==> config.mk <==
export PLATFORM = sky130hd
export DESIGN_NAME = io_bus_arbiter_flat
export DESIGN_NICKNAME = d
export VERILOG_FILES = /design/src/rtl/io_bus_arbiter_pkg.sv /design/src/rtl/io_bus_arbiter_if.sv /design/src/rtl/io_bus_arbiter_rr_pick.sv /design/src/rtl/io_bus_arbiter.sv /design/src/flat_wrapper.sv
export SDC_FILE = /design/constraint.sdc
export NUM_CORES = 1
export LEC_CHECK = 0
export ABC_AREA = 0
export CAP_MARGIN = 20
export CORE_ASPECT_RATIO = 0.8
export CORE_MARGIN = 3
export CORE_UTILIZATION = 50
export CTS_CLUSTER_SIZE = 8
export DETAILED_ROUTE_END_ITERATION = 16
export GPL_ROUTABILITY_DRIVEN = 0
export PLACE_DENSITY = 0.87
export SYNTH_ARGS = -nofsm -noshare
export SYNTH_HDL_FRONTEND = slang
export SYNTH_SLANG_ARGS = --single-unit
==> constraint.sdc <==
create_clock -name clk -period 2.85 [get_ports clk]
set_input_delay 0.4275 -clock clk [delete_from_list [all_inputs] [get_ports clk]]
set_output_delay 0.4275 -clock clk [all_outputs]
set_load 0.03 [all_outputs]
==> src/rtl/io_bus_arbiter_pkg.sv <==
// ---------------------------------------------------------------------------
// io_arb_pkg
// Shared definitions for the I/O bus arbiter:
//   state_t    : arbiter FSM encoding (IDLE, GRANT, TURN), 2 bits
//   owner_t    : which kind of master currently owns the bus
//   OWNER_CPU  : owner code meaning "the CPU holds the bus"
// ---------------------------------------------------------------------------
package io_arb_pkg;

    typedef enum logic [1:0] {
        IDLE  = 2'd0,
        GRANT = 2'd1,
        TURN  = 2'd2
    } state_t;

    // The peripheral index itself lives in the registered gnt_idx, so the
    // owner code only needs to say whether the CPU or a peripheral owns.
    typedef logic owner_t;
    localparam owner_t OWNER_CPU    = 1'b1;
    localparam owner_t OWNER_PERIPH = 1'b0;

endpackage

==> src/rtl/io_bus_arbiter_if.sv <==
// ---------------------------------------------------------------------------
// io_bus_arbiter_if
// Request/grant bundle between the bus masters and the arbiter.
//   cpu_req, req[NREQ], done[NREQ]        : driven by the masters
//   cpu_gnt, gnt[NREQ], gnt_idx, busy,
//   cpu_oe_en, timeout                    : driven by the arbiter
// Modports: master (requester side), slave (arbiter side).
// ---------------------------------------------------------------------------
interface io_bus_arbiter_if #(
    parameter int NREQ = 4
);
    localparam int IW = $clog2(NREQ);

    logic            cpu_req;
    logic [NREQ-1:0] req;
    logic [NREQ-1:0] done;
    logic            cpu_gnt;
    logic [NREQ-1:0] gnt;
    logic [IW-1:0]   gnt_idx;
    logic            busy;
    logic            cpu_oe_en;
    logic            timeout;

    modport master (
        output cpu_req, req, done,
        input  cpu_gnt, gnt, gnt_idx, busy, cpu_oe_en, timeout
    );

    modport slave (
        input  cpu_req, req, done,
        output cpu_gnt, gnt, gnt_idx, busy, cpu_oe_en, timeout
    );
endinterface

==> src/rtl/io_bus_arbiter_rr_pick.sv <==
// ---------------------------------------------------------------------------
// rr_pick
// Combinational round-robin selector: finds the first set request bit at or
// after ptr, scanning upward and wrapping N-1 -> 0.
//   req    [N]        : request vector
//   ptr    [clog2(N)] : scan start position
//   onehot [N]        : one-hot winner (zero when no request)
//   idx    [clog2(N)] : winner index (zero when no request)
//   valid             : at least one request present
// ---------------------------------------------------------------------------
module rr_pick #(
    parameter int N = 4
) (
    input  logic [N-1:0]         req,
    input  logic [$clog2(N)-1:0] ptr,
    output logic [N-1:0]         onehot,
    output logic [$clog2(N)-1:0] idx,
    output logic                 valid
);
    localparam int W = $clog2(N);

    // rot[k] is the request sitting k positions after the pointer, so the
    // lowest set bit of rot is the round-robin winner.
    logic [N-1:0] rot;
    logic [W-1:0] off;
    logic [W:0]   idx_sum;
    logic [W-1:0] idx_raw;

    genvar gi;
    generate
        for (gi = 0; gi < N; gi++) begin : g_rot
            logic [W:0]   pos_sum;
            logic [W-1:0] pos;
            assign pos_sum = {1'b0, ptr} + (W+1)'(gi);
            assign pos     = (pos_sum >= (W+1)'(N)) ? W'(pos_sum - (W+1)'(N))
                                                    : pos_sum[W-1:0];
            assign rot[gi] = req[pos];
        end
    endgenerate

    always_comb begin
        off = '0;
        for (int i = N - 1; i >= 0; i--) begin
            if (rot[i]) begin
                off = W'(i);
            end
        end
    end

    assign valid   = |rot;
    assign idx_sum = {1'b0, ptr} + {1'b0, off};
    assign idx_raw = (idx_sum >= (W+1)'(N)) ? W'(idx_sum - (W+1)'(N))
                                            : idx_sum[W-1:0];
    assign idx     = valid ? idx_raw : '0;

    generate
        for (gi = 0; gi < N; gi++) begin : g_onehot
            assign onehot[gi] = valid && (idx_raw == W'(gi));
        end
    endgenerate

endmodule

==> src/rtl/io_bus_arbiter.sv <==
// ---------------------------------------------------------------------------
// io_bus_arbiter
// Shares the external 16-bit I/O bus between the CPU (fixed top priority)
// and NREQ peripheral masters (round-robin). Grants are registered, owners
// are separated by one dead TURN cycle, and each ownership is capped at
// MAXBURST cycles.
//   clk    : system clock, rising edge
//   reset  : synchronous, active-low
//   bus    : io_bus_arbiter_if.slave
//            in : cpu_req, req[NREQ], done[NREQ]
//            out: cpu_gnt, gnt[NREQ], gnt_idx, busy, cpu_oe_en, timeout
// ---------------------------------------------------------------------------
module io_bus_arbiter
    import io_arb_pkg::*;
#(
    parameter int NREQ     = 4,
    parameter int MAXBURST = 8
) (
    input  logic             clk,
    input  logic             reset,
    io_bus_arbiter_if.slave  bus
);
    localparam int IW = $clog2(NREQ);
    localparam int CW = $clog2(MAXBURST + 1);

    state_t          state_reg,   state_next;
    logic [IW-1:0]   ptr_reg,     ptr_next;
    logic [CW-1:0]   cnt_reg,     cnt_next;
    owner_t          owner_reg,   owner_next;
    logic            cpu_gnt_reg, cpu_gnt_next;
    logic [NREQ-1:0] gnt_reg,     gnt_next;
    logic [IW-1:0]   idx_reg,     idx_next;
    logic            busy_reg,    busy_next;
    logic            timeout_reg, timeout_next;

    logic [NREQ-1:0] pick_onehot;
    logic [IW-1:0]   pick_idx;
    logic            pick_valid;

    logic            owner_req;
    logic            owner_done;
    logic            at_limit;

    rr_pick #(
        .N (NREQ)
    ) u_pick (
        .req    (bus.req),
        .ptr    (ptr_reg),
        .onehot (pick_onehot),
        .idx    (pick_idx),
        .valid  (pick_valid)
    );

    // While granted, idx_reg holds the owning peripheral's index.
    assign owner_req  = (owner_reg == OWNER_CPU) ? bus.cpu_req : bus.req[idx_reg];
    assign owner_done = (owner_reg != OWNER_CPU) && bus.done[idx_reg];
    assign at_limit   = (cnt_reg == CW'(MAXBURST));

    always_comb begin
        state_next   = state_reg;
        ptr_next     = ptr_reg;
        cnt_next     = cnt_reg;
        owner_next   = owner_reg;
        cpu_gnt_next = cpu_gnt_reg;
        gnt_next     = gnt_reg;
        idx_next     = idx_reg;
        timeout_next = 1'b0;

        case (state_reg)
            IDLE, TURN: begin
                state_next   = IDLE;
                cpu_gnt_next = 1'b0;
                gnt_next     = '0;
                idx_next     = '0;
                cnt_next     = '0;
                if (bus.cpu_req) begin
                    // CPU wins outright; the pointer is left alone so the
                    // peripherals resume their rotation where they were.
                    state_next   = GRANT;
                    cpu_gnt_next = 1'b1;
                    owner_next   = OWNER_CPU;
                    cnt_next     = CW'(1);
                end else if (pick_valid) begin
                    state_next = GRANT;
                    gnt_next   = pick_onehot;
                    idx_next   = pick_idx;
                    owner_next = OWNER_PERIPH;
                    cnt_next   = CW'(1);
                    ptr_next   = (pick_idx == IW'(NREQ - 1)) ? '0 : pick_idx + IW'(1);
                end
            end

            GRANT: begin
                if (!owner_req || owner_done || at_limit) begin
                    state_next   = TURN;
                    cpu_gnt_next = 1'b0;
                    gnt_next     = '0;
                    idx_next     = '0;
                    cnt_next     = '0;
                    // Only flag a forced release: the owner still wanted
                    // the bus and had not signalled completion.
                    timeout_next = at_limit && owner_req && !owner_done;
                end else begin
                    cnt_next = cnt_reg + CW'(1);
                end
            end

            default: begin
                state_next   = IDLE;
                cpu_gnt_next = 1'b0;
                gnt_next     = '0;
                idx_next     = '0;
                cnt_next     = '0;
            end
        endcase

        busy_next = cpu_gnt_next | (|gnt_next);
    end

    always_ff @(posedge clk) begin
        if (!reset) begin
            state_reg   <= IDLE;
            ptr_reg     <= '0;
            cnt_reg     <= '0;
            owner_reg   <= OWNER_PERIPH;
            cpu_gnt_reg <= 1'b0;
            gnt_reg     <= '0;
            idx_reg     <= '0;
            busy_reg    <= 1'b0;
            timeout_reg <= 1'b0;
        end else begin
            state_reg   <= state_next;
            ptr_reg     <= ptr_next;
            cnt_reg     <= cnt_next;
            owner_reg   <= owner_next;
            cpu_gnt_reg <= cpu_gnt_next;
            gnt_reg     <= gnt_next;
            idx_reg     <= idx_next;
            busy_reg    <= busy_next;
            timeout_reg <= timeout_next;
        end
    end

    assign bus.cpu_gnt   = cpu_gnt_reg;
    assign bus.cpu_oe_en = cpu_gnt_reg;
    assign bus.gnt       = gnt_reg;
    assign bus.gnt_idx   = idx_reg;
    assign bus.busy      = busy_reg;
    assign bus.timeout   = timeout_reg;

endmodule

==> src/flat_wrapper.sv <==
// flat-port wrapper written by rule: the top's interface ports become plain ports
module io_bus_arbiter_flat import io_arb_pkg::*;
#(
    parameter int NREQ     = 4,
    parameter int MAXBURST = 8
)
  (clk, reset, bus_cpu_req, bus_req, bus_done, bus_cpu_gnt, bus_gnt, bus_gnt_idx, bus_busy, bus_cpu_oe_en, bus_timeout);
  io_bus_arbiter_if #(.NREQ(NREQ)) bus_i ();
  input  logic clk;
  input  logic reset;
  input wire logic [$bits(bus_i.cpu_req)-1:0] bus_cpu_req;
  input wire logic [$bits(bus_i.req)-1:0] bus_req;
  input wire logic [$bits(bus_i.done)-1:0] bus_done;
  output wire logic [$bits(bus_i.cpu_gnt)-1:0] bus_cpu_gnt;
  output wire logic [$bits(bus_i.gnt)-1:0] bus_gnt;
  output wire logic [$bits(bus_i.gnt_idx)-1:0] bus_gnt_idx;
  output wire logic [$bits(bus_i.busy)-1:0] bus_busy;
  output wire logic [$bits(bus_i.cpu_oe_en)-1:0] bus_cpu_oe_en;
  output wire logic [$bits(bus_i.timeout)-1:0] bus_timeout;
  assign bus_i.cpu_req = bus_cpu_req;
  assign bus_i.req = bus_req;
  assign bus_i.done = bus_done;
  assign bus_cpu_gnt = bus_i.cpu_gnt;
  assign bus_gnt = bus_i.gnt;
  assign bus_gnt_idx = bus_i.gnt_idx;
  assign bus_busy = bus_i.busy;
  assign bus_cpu_oe_en = bus_i.cpu_oe_en;
  assign bus_timeout = bus_i.timeout;
  io_bus_arbiter #(.NREQ(NREQ), .MAXBURST(MAXBURST)) u_core (.clk(clk), .reset(reset), .bus(bus_i));
endmodule
==> results of run 1 <==
metrics by stage:
stage	instances	utilization (%)	hold slack, ns
floorplan	126	-	0.479
global placement	171	67.1	0.496
detailed placement	171	67.1	0.502
CTS	175	69.0	0.521
global route	175	69.0	0.547
finish	175	69.0	0.521
cell families (layout without fill, tap and decap cells):
logic type | after synthesis | count (layout)
simple gates | 56 | 56
compound gates | 31 | 31
flops | 18 | 18
buf+inv | 12 | 37
fa+ha+maj | 3 | 3
xor+xnor | 3 | 3
mux | 3 | 3
report_power, final:
| group | internal, uW | switching [uW] |
|---|---|---|
| clock network | 77.9 | 83.4 |
| logic | 87.9 | 95.9 |
| registers | 270 | 23.7 |
worst paths after layout:
| check | end | cells past startpoint | slack, ns |
|---|---|---|---|
| max | u_core.bus.gnt[0] | 8 | 0.47 |
| min | u_core.bus.cpu_gnt | 2 | 0.52 |
| max reg2reg | u_core.bus.gnt_idx[1] | 7 | 0.64 |
| min reg2reg | u_core.bus.cpu_gnt | 2 | 0.52 |
area by class of cell:
| class | instances | area (um2) | share of cell area, % |
|---|---|---|---|
| multi-input combinational | 96 | 636 | 47.4 |
| sequential | 18 | 360 | 26.9 |
| timing repair buffer | 28 | 260 | 19.4 |
| clock buffer | 4 | 36.3 | 2.71 |
| tap | 24 | 30.0 | 2.24 |
| inverter | 5 | 18.8 | 1.40 |
per-layer routing:
metal,up-vias,share of wire (%),GRT usage [%]
met4,0,0.62,2.78
met2,24,44,28.8
met1,450,51,25.2
met5,-,0,0
li1,505,-,-
met3,2,4.7,5.49
worst max-delay path: cells and delay by family:
family	cells	cell delay (ns)
buffers and inverters	1	0.49
AND/OR/NAND/NOR	4	1.19
AO/OA/AOI/OAI	2	0.20
adder cells (fa/ha/maj)	1	0.30
cells in the final DEF, fill, tap and decap left out, drive strengths merged:
master / count
clkdlybuf4s50: 20
nor2: 11
xor2: 1
buf: 8
ha: 3
o31ai: 1
or4: 2
a311o: 3
nand2: 11
and3: 4
o32ai: 1
nand3b: 3
nor3: 3
nand3: 6
nand2b: 1
nor2b: 9
mux2i: 2
nor4: 2
mux4: 1
o2111a: 1
xnor2: 2
o211ai: 3
a21oi: 6
a22oi: 1
o2111ai: 2
clkbuf: 4
o21ai: 6
or3: 2
a21boi: 3
dfxtp: 18
o21a: 4
and2: 2
inv: 5
==> reports/results.tsv, run 1 <==
stage	metric	value	unit
yosys	synth_edf_count	0	
critical_path	crit_slowest_cell	or4_1	
timing	worst_pin_slew	0.548	ns
yosys	synth_top_family_by_area	simple AND/OR/NAND/NOR gates	
finish	diodes	0	
yosys	synth.most_common_cell	dfxtp_1	
die	die_height	47.3	um
die	initial_core_util	55.0	%
critical_path	cp.required	3.08	ns
yosys	yosys-top-cells-area	dfxtp_1 (34%), nor2b_1 (5.3%), nand2_1 (3.9%)	
die	chipWidth	57.7	um
timing	setup-tns-final	0	ns
critical_path	critPathArrivalTime	2.61	ns
yosys	yosys.area_share.simple	27.2	%
cts	post-cts-setup-buffer-count	0	
timing	hold_violations	0	
drt	routed_via_density	5.61	
critical_path	path_max_fanout	6	
cts	cts_tree	yes	
power_and_ir_drop	power	639	uW
global_route	grt_pass1_vias	857	
cts	cts-root-buf	clkbuf_4	
yosys	synthArstFlopShare	0	%
cts	worstSkewPairLatency	0.30	ns
timing	slew_viol_final	0	
cts	ctsHoldBuffers	0	
finish	fillers	149	
yosys	synth_cells	126	
drt	wire_per_inst	13.0	um
timing	worst_slack	0.470	ns
global_route	grt_first_pass_wirelength	3.79	mm
yosys	synth.mux.area_fraction	3.98	%
placement	dp_slack	0.143	ns
yosys	synth_top_area_share	33.7	%
critical_path	crit_chain	clkdlybuf4s50_1 > or4_1 > o2111ai_1 > ha_1 > nor4_1 > nand3_1 > nand3b_1 > o211ai_1	
hold_path	min_from	u_core.bus.cpu_gnt	
global_route	grt_max_degree	18	
finish	drive_gt1_share	9.93	%
timing	fin_crit_sh	83.5	%
global_route	antenna_found_initial	0	
timing	max_slew_margin	63.2	%
die	fp.coreArea	1940	um2
cts	cts_buffers	3	
yosys	ys_top_cells_by_count	dfxtp_1 (18), nand2_1 (11), nor2_1 (11), nor2b_1 (9)	
yosys	synth_compound_area_share	22.4	%
yosys	yosys_warnings	0	
die	rows	14	
drt	drt.antenna.violating_nets	0	
drt	route.detailed.drc	0	
critical_path	critical_path.startpoint	bus_req[0]	
flow_run	maxCapViolations	0	
die	fp.dieArea	2730	um2
timing	grt_setup_unrepaired	false	
finish	nets	166	
timing	final.setup_skew	0.00588	ns
timing	fmax	0.420	GHz
critical_path	worstSetupEndpointType	flip-flop	
cts	cts.htree.levels	1	
yosys	synthXorXnorAreaFrac	2.46	%
placement	placement.cell_area	1310	um2
drt	num_vias	981	
timing	fin_crit	2.38	ns
run_status	status	completed	
hold_path	hold_path.class	reg -> reg	
placement	portBuffers	20	
power_and_ir_drop	ir_drop	0.000459	V
drt	drt_iter0_markers	29	
global_route	grt_usage	18.2	%
cts	cts_buffer_depth	2	
yosys	synth-adder-area-share	3.51	%
yosys	synth_top_area_cell	dfxtp_1	
yosys	synth_cell_types	36	
die	top_level_ports	21	
yosys	synthesis.area	1070	um2
critical_path	critical_path_class	in -> reg	
finish	area_growth	25.5	%
yosys	synth.net_count	140	
yosys	seq_area_frac_synth	33.7	%
power_and_ir_drop	p_leak	0.000517	uW
drt	firstDrtPassIters	5	
finish	design_area	1340	um2
yosys	synth_flop_cell	dfxtp_1	
yosys	syn_area_per_cell	8.48	um2
cts	cts-resized-gates	0	
yosys	ys_ff_latch	18	
cts	clock-sinks	18	
cts	clk_pin_slew	0.11	ns
placement	hpwl	1.76	mm
global_route	grt_overflow	0	
critical_path	startpoint_type	primary input	
critical_path	cpPeakStageDelay	0.53	ns
power_and_ir_drop	p_per_area	476	nW/um2
critical_path	r2r-start	u_core.ptr_reg[0]	
timing	setup_viol	0	
drt	wirelength	2.28	mm
Note: power is estimated with default switching activity, not from simulation.
==> inputs of run 2 (changes only) <==
clock period = 2.2 ns   (was 2.85 ns; I/O delays follow)
==> run 2 against run 1 <==
Compared with the run above: die area did not move; critical path type unchanged; critical path depth rose by 1; total power rose by 40%; final cell count rose by 6.9%; critical endpoint is now u_core.bus.gnt_idx[1]; clock skew fell by 0.0020 ns.
==> reports/results.tsv, run 2 (synthesized netlist as in run 1, its figures left out) <==
stage	metric	value	unit
drt	route.detailed.drc	0	
run_status	status	completed	
global_route	grt_pass1_vias	1066	
timing	fin_crit	2.16	ns
critical_path	reg2reg_depth	7	
power_and_ir_drop	p_leak	0.000597	uW
critical_path	critical_path_class	in -> reg	
power_and_ir_drop	ir_drop	0.000568	V
hold_path	hold_path_end	u_core.bus.gnt[0]	
cts	worstSkewPairLatency	0.31	ns
cts	clock-sinks	18	
global_route	grt_max_degree	12	
drt	routed_via_density	5.81	
finish	fillers	137	
critical_path	critPathArrivalTime	2.36	ns
timing	setup_viol	0	
die	initial_core_util	55.0	%
timing	fin_crit_sh	98.0	%
cts	cts_buffer_depth	2	
cts	cts-root-buf	clkbuf_4	
placement	hpwl	2.28	mm
die	top_level_ports	21	
timing	worst_pin_slew	0.561	ns
drt	drt_iter0_markers	43	
critical_path	cp.required	2.41	ns
die	rows	14	
critical_path	path_max_fanout	7	
drt	firstDrtPassIters	4	
finish	layout_common_cells	buf_4 (20), dfxtp_1 (18), clkdlybuf4s50_1 (17)	
die	fp.dieArea	2730	um2
finish	final-seq-area	360	um2
global_route	grt_overflow	0	
global_route	grt_usage	23.9	%
cts	cts.htree.levels	1	
hold_path	hold_path.class	reg -> reg	
drt	num_vias	1087	
finish	mostFrequentLayoutCell	buf_4	
placement	dpl.cell_count	183	
hold_path	whs_path_depth	2	
cts	ctsHoldBuffers	0	
critical_path	startpoint_type	primary input	
timing	setup-tns-final	0	ns
critical_path	r2r_setup_slack	0.06	ns
cts	post-cts-setup-buffer-count	0	
cts	cts_buffers	3	
drt	wire_per_inst	16.0	um
placement	portBuffers	20	
finish	multi_input_area	664	um2
finish	nets	178	
die	die_height	47.3	um
timing	hold_violations	0	
timing	worst_slack	0.0444	ns
finish	instances_no_fill	187	
drt	wirelength	2.99	mm
global_route	antenna_found_initial	0	
timing	final.setup_skew	0.00386	ns
power_and_ir_drop	p_per_area	613	nW/um2
critical_path	worstSetupEndpointType	flip-flop	
critical_path	reg2reg_to	u_core.bus.gnt_idx[1]	
finish	area_growth	36.7	%
finish	diodes	0	
global_route	grt_first_pass_wirelength	4.75	mm
hold_path	min_from	u_core.bus.gnt[0]	
finish	utilization	75.1	%
timing	max_slew_margin	62.3	%
timing	slew_viol_final	0	
finish	drive_gt1_share	19.6	%
flow_run	maxCapViolations	0	
critical_path	r2r-start	u_core.ptr_reg[0]	
die	chipWidth	57.7	um
cts	cts_tree	yes	
timing	fmax	0.464	GHz
drt	drt.antenna.violating_nets	0	
cts	clk_pin_slew	0.11	ns
placement	dp_slack	-0.528	ns
die	fp.coreArea	1940	um2
## run 2: layout make-up
type	count	area share [%]
Clock buffer	4	2.49
Inverter	5	1.29
Multi-Input combinational cell	96	45.5
Sequential cell	18	24.7
Tap cell	24	2.06
Timing Repair Buffer	40	24.0
## run 2: per-layer routing
metal | global-route usage, % | share of wire (%) | up-vias | routed length (um)
met3 | 7.69 | 5.6 | 6 | 167
met1 | 28.7 | 43 | 516 | 1280
met4 | 12.0 | 1.6 | 0 | 48
met2 | 39.4 | 50 | 35 | 1490
li1 | - | - | 530 | -
met5 | 0 | 0 | - | 0
## run 2: worst max-delay path, cell delays in order
cell and delay (ns):
clkdlybuf4s50_1 0.48, buf_4 0.15, o21ai_0 0.10, nand2_1 0.08
o2111ai_1 0.15, ha_2 0.21, or3_1 0.39, and2_4 0.17
a311o_1 0.31
## run 2: worst max path at each step
stage / startpoint / slack (ns) / end / depth (start not counted)
after CTS: bus_req[2] / 0.02 / u_core.bus.gnt_idx[1] / 8
after floorplan: u_core.ptr_reg[0] / 0.05 / u_core.bus.gnt[0] / 8
after global routing: u_core.ptr_reg[0] / -0.10 / u_core.bus.gnt[2] / 8
final: bus_req[3] / 0.04 / u_core.bus.gnt_idx[1] / 9
after global placement: bus_req[0] / -0.33 / u_core.bus.gnt[3] / 8
after detailed placement: bus_req[1] / -0.53 / u_core.bus.gnt[0] / 9
## run 2: through the flow
| step | hold slack [ns] | instance area [um2] | total power (uW) |
|---|---|---|---|
| 2_1_floorplan | 0.479 | 1070 | 541 |
| 3_3_place_gp | 0.490 | 1400 | 645 |
| 3_5_place_dp | 0.504 | 1400 | 660 |
| 4_1_cts | 0.520 | 1440 | 872 |
| 5_1_grt | 0.547 | 1460 | 939 |
| 6_report | 0.523 | 1460 | 895 |
## run 2: power by group
part | switching (uW) | total (uW) | internal, uW
clock | 115 | 217 | 101
sequential | 25.0 | 375 | 349
combinational | 158 | 304 | 146
total | 298 | 895 | 597
## run 2: repair_timing
| item | 4_1_cts | 5_1_grt |
|---|---|---|
| setup endpoints to repair | 6 | 6 |
| gates resized for setup | 3 | 7 |
| pin swaps | 1 | 2 |
==> inputs of run 3 (changes only) <==
SKIP_CTS_REPAIR_TIMING = 1   (was default)
==> run 3 against run 2 <==
Compared with the run above: the flow now finishes with violations (setup timing); non-clock buffer count did not move; register-to-register slack got worse by 0.11 ns; utilization increased by 1.2 points; sequential cell count stayed put; highest routed layer unchanged.
==> reports/results.tsv, run 3 (synthesized netlist as in run 1, its figures left out) <==
stage	metric	value	unit
run_status	status	finished, violations left	
run_status	violations	setup timing	
timing	fin_crit_sh	102	%
critical_path	r2r-start	u_core.ptr_reg[0]	
finish	final-seq-area	360	um2
flow_run	maxCapViolations	0	
placement	hpwl	2.28	mm
power_and_ir_drop	p_int	607	uW
global_route	grt_usage	23.7	%
cts	cts-root-buf	clkbuf_4	
power_and_ir_drop	p_leak	0.000617	uW
drt	route.detailed.drc	0	
power_and_ir_drop	sw_frac_of_total	34.2	%
cts	cts_buffers	3	
cts	clock-sinks	18	
drt	routed_via_density	6.20	
critical_path	cpPeakStageDelay	0.47	ns
global_route	grt_first_pass_wirelength	4.71	mm
drt	num_vias	1160	
power_and_ir_drop	p_switching	315	uW
die	chipWidth	57.7	um
timing	worst_pin_slew	0.574	ns
timing	setup_viol	3	
global_route	grt_max_degree	12	
cts	cts_buffer_depth	2	
drt	wire_per_inst	17.9	um
die	fp.coreArea	1940	um2
finish	mostFrequentLayoutCell	buf_4	
critical_path	critPathArrivalTime	2.47	ns
drt	drt.antenna.violating_nets	0	
power_and_ir_drop	ir_drop	0.000569	V
finish	nets	178	
die	initial_core_util	55.0	%
drt	drt_iter0_markers	89	
die	top_level_ports	21	
hold_path	min_from	u_core.bus.gnt[0]	
timing	worst_slack	-0.0495	ns
cts	cts.htree.levels	1	
power_and_ir_drop	p_per_area	621	nW/um2
die	fp.dieArea	2730	um2
hold_path	hold_path.class	reg -> reg	
critical_path	critical_path_class	reg -> reg	
timing	hold_violations	0	
global_route	antenna_found_initial	0	
finish	utilization	76.3	%
timing	fin_crit	2.25	ns
power_and_ir_drop	p_clk_share	24.1	%
finish	drive_gt1_share	20.2	%
cts	cts_tree	yes	
timing	setup-tns-final	-0.136	ns
finish	layout_common_cells	buf_4 (20), dfxtp_1 (18), clkdlybuf4s50_1 (17)	
finish	fillers	134	
cts	clk_pin_slew	0.11	ns
drt	firstDrtPassIters	4	
global_route	grt_overflow	0	
power_and_ir_drop	power.share.combinational	35.1	%
drt	wirelength	3.34	mm
critical_path	crit_family	compound AO/OA/AOI/OAI gates	
timing	hold_ws	0.520	ns
global_route	grt_pass1_vias	1064	
finish	diodes	0	
placement	portBuffers	20	
critical_path	crit_chain	nor2_1 > a22oi_1 > o2111ai_2 > ha_4 > or3_1 > and2_4 > a311o_1	
die	die_height	47.3	um
finish	multi_input_area	681	um2
timing	final.setup_skew	0.000651	ns
critical_path	startpoint_type	flip-flop	
finish	area_growth	38.9	%
critical_path	critical_path.startpoint	u_core.ptr_reg[0]	
placement	dp_slack	-0.528	ns
die	rows	14	
critical_path	worstSetupEndpointType	flip-flop	
critical_path	crit_slowest_cell	dfxtp_1	
critical_path	path_max_fanout	7	
cts	worstSkewPairLatency	0.32	ns
critical_path	cp_num_buf_inv	0	
critical_path	cp.required	2.42	ns
timing	fmax	0.445	GHz
power_and_ir_drop	seqPwrFrac	40.8	%
timing	max_slew_margin	61.5	%
timing	slew_viol_final	0	
## run 3: cell count changes in the layout (fill, tap and decap cells not counted)
cell            change
dlygate4sd2_1       -2
o21ai_1             -1
o2111ai_2           +1
o2111ai_1           -1
o21ai_0             +1
ha_4                +1
dlymetal6s2s_1      +2
ha_2                -1
## run 3: worst reg2reg max path: cells and delay by family, from the launching register on
family                     cells  cell delay, ns
AOI/OAI and AO/OA              3            0.80
adders and majority gates      1            0.20
and+or+nand+nor                3            0.67
DFF                            1            0.47
## run 3: power groups by stage
stage	registers, uW	clock network [uW]	logic, uW
finish	376	222	324
global route	379	232	345
CTS	372	217	282
detailed placement	379	0	281
global placement	377	0	267
floorplan	392	0	149
## run 3: final cells by class
| cell class | count | area share (%) |
|---|---|---|
| inverter | 5 | 1.26 |
| tap | 24 | 2.02 |
| sequential | 18 | 24.3 |
| timing repair buffer | 40 | 24.1 |
| multi-input combinational | 96 | 45.9 |
| clock buffer | 4 | 2.45 |
## run 3: worst paths after layout
check                                              to  slack [ns]  cells after the start
worst max-delay path            u_core.bus.gnt_idx[1]       -0.05                      7
worst min-delay path                u_core.bus.gnt[0]        0.52                      2
worst max register to register  u_core.bus.gnt_idx[1]       -0.05                      7
worst min register to register      u_core.bus.gnt[0]        0.52                      2
## run 3: per-stage QoR
| stage | area, um2 | total power (uW) | instances |
|---|---|---|---|
| 2_1_floorplan | 1070 | 541 | 126 |
| 3_3_place_gp | 1400 | 645 | 183 |
| 3_5_place_dp | 1400 | 660 | 183 |
| 4_1_cts | 1430 | 871 | 187 |
| 5_1_grt | 1480 | 956 | 187 |
| 6_report | 1480 | 922 | 187 |
## run 3: metal layers
metal | GRT usage [%] | vias to the layer above | wire length (um)
li1 | - | 531 | -
met1 | 28.6 | 535 | 1250
met2 | 39.6 | 78 | 1650
met3 | 7.14 | 16 | 331
met4 | 11.6 | 0 | 113
met5 | 0 | - | 0
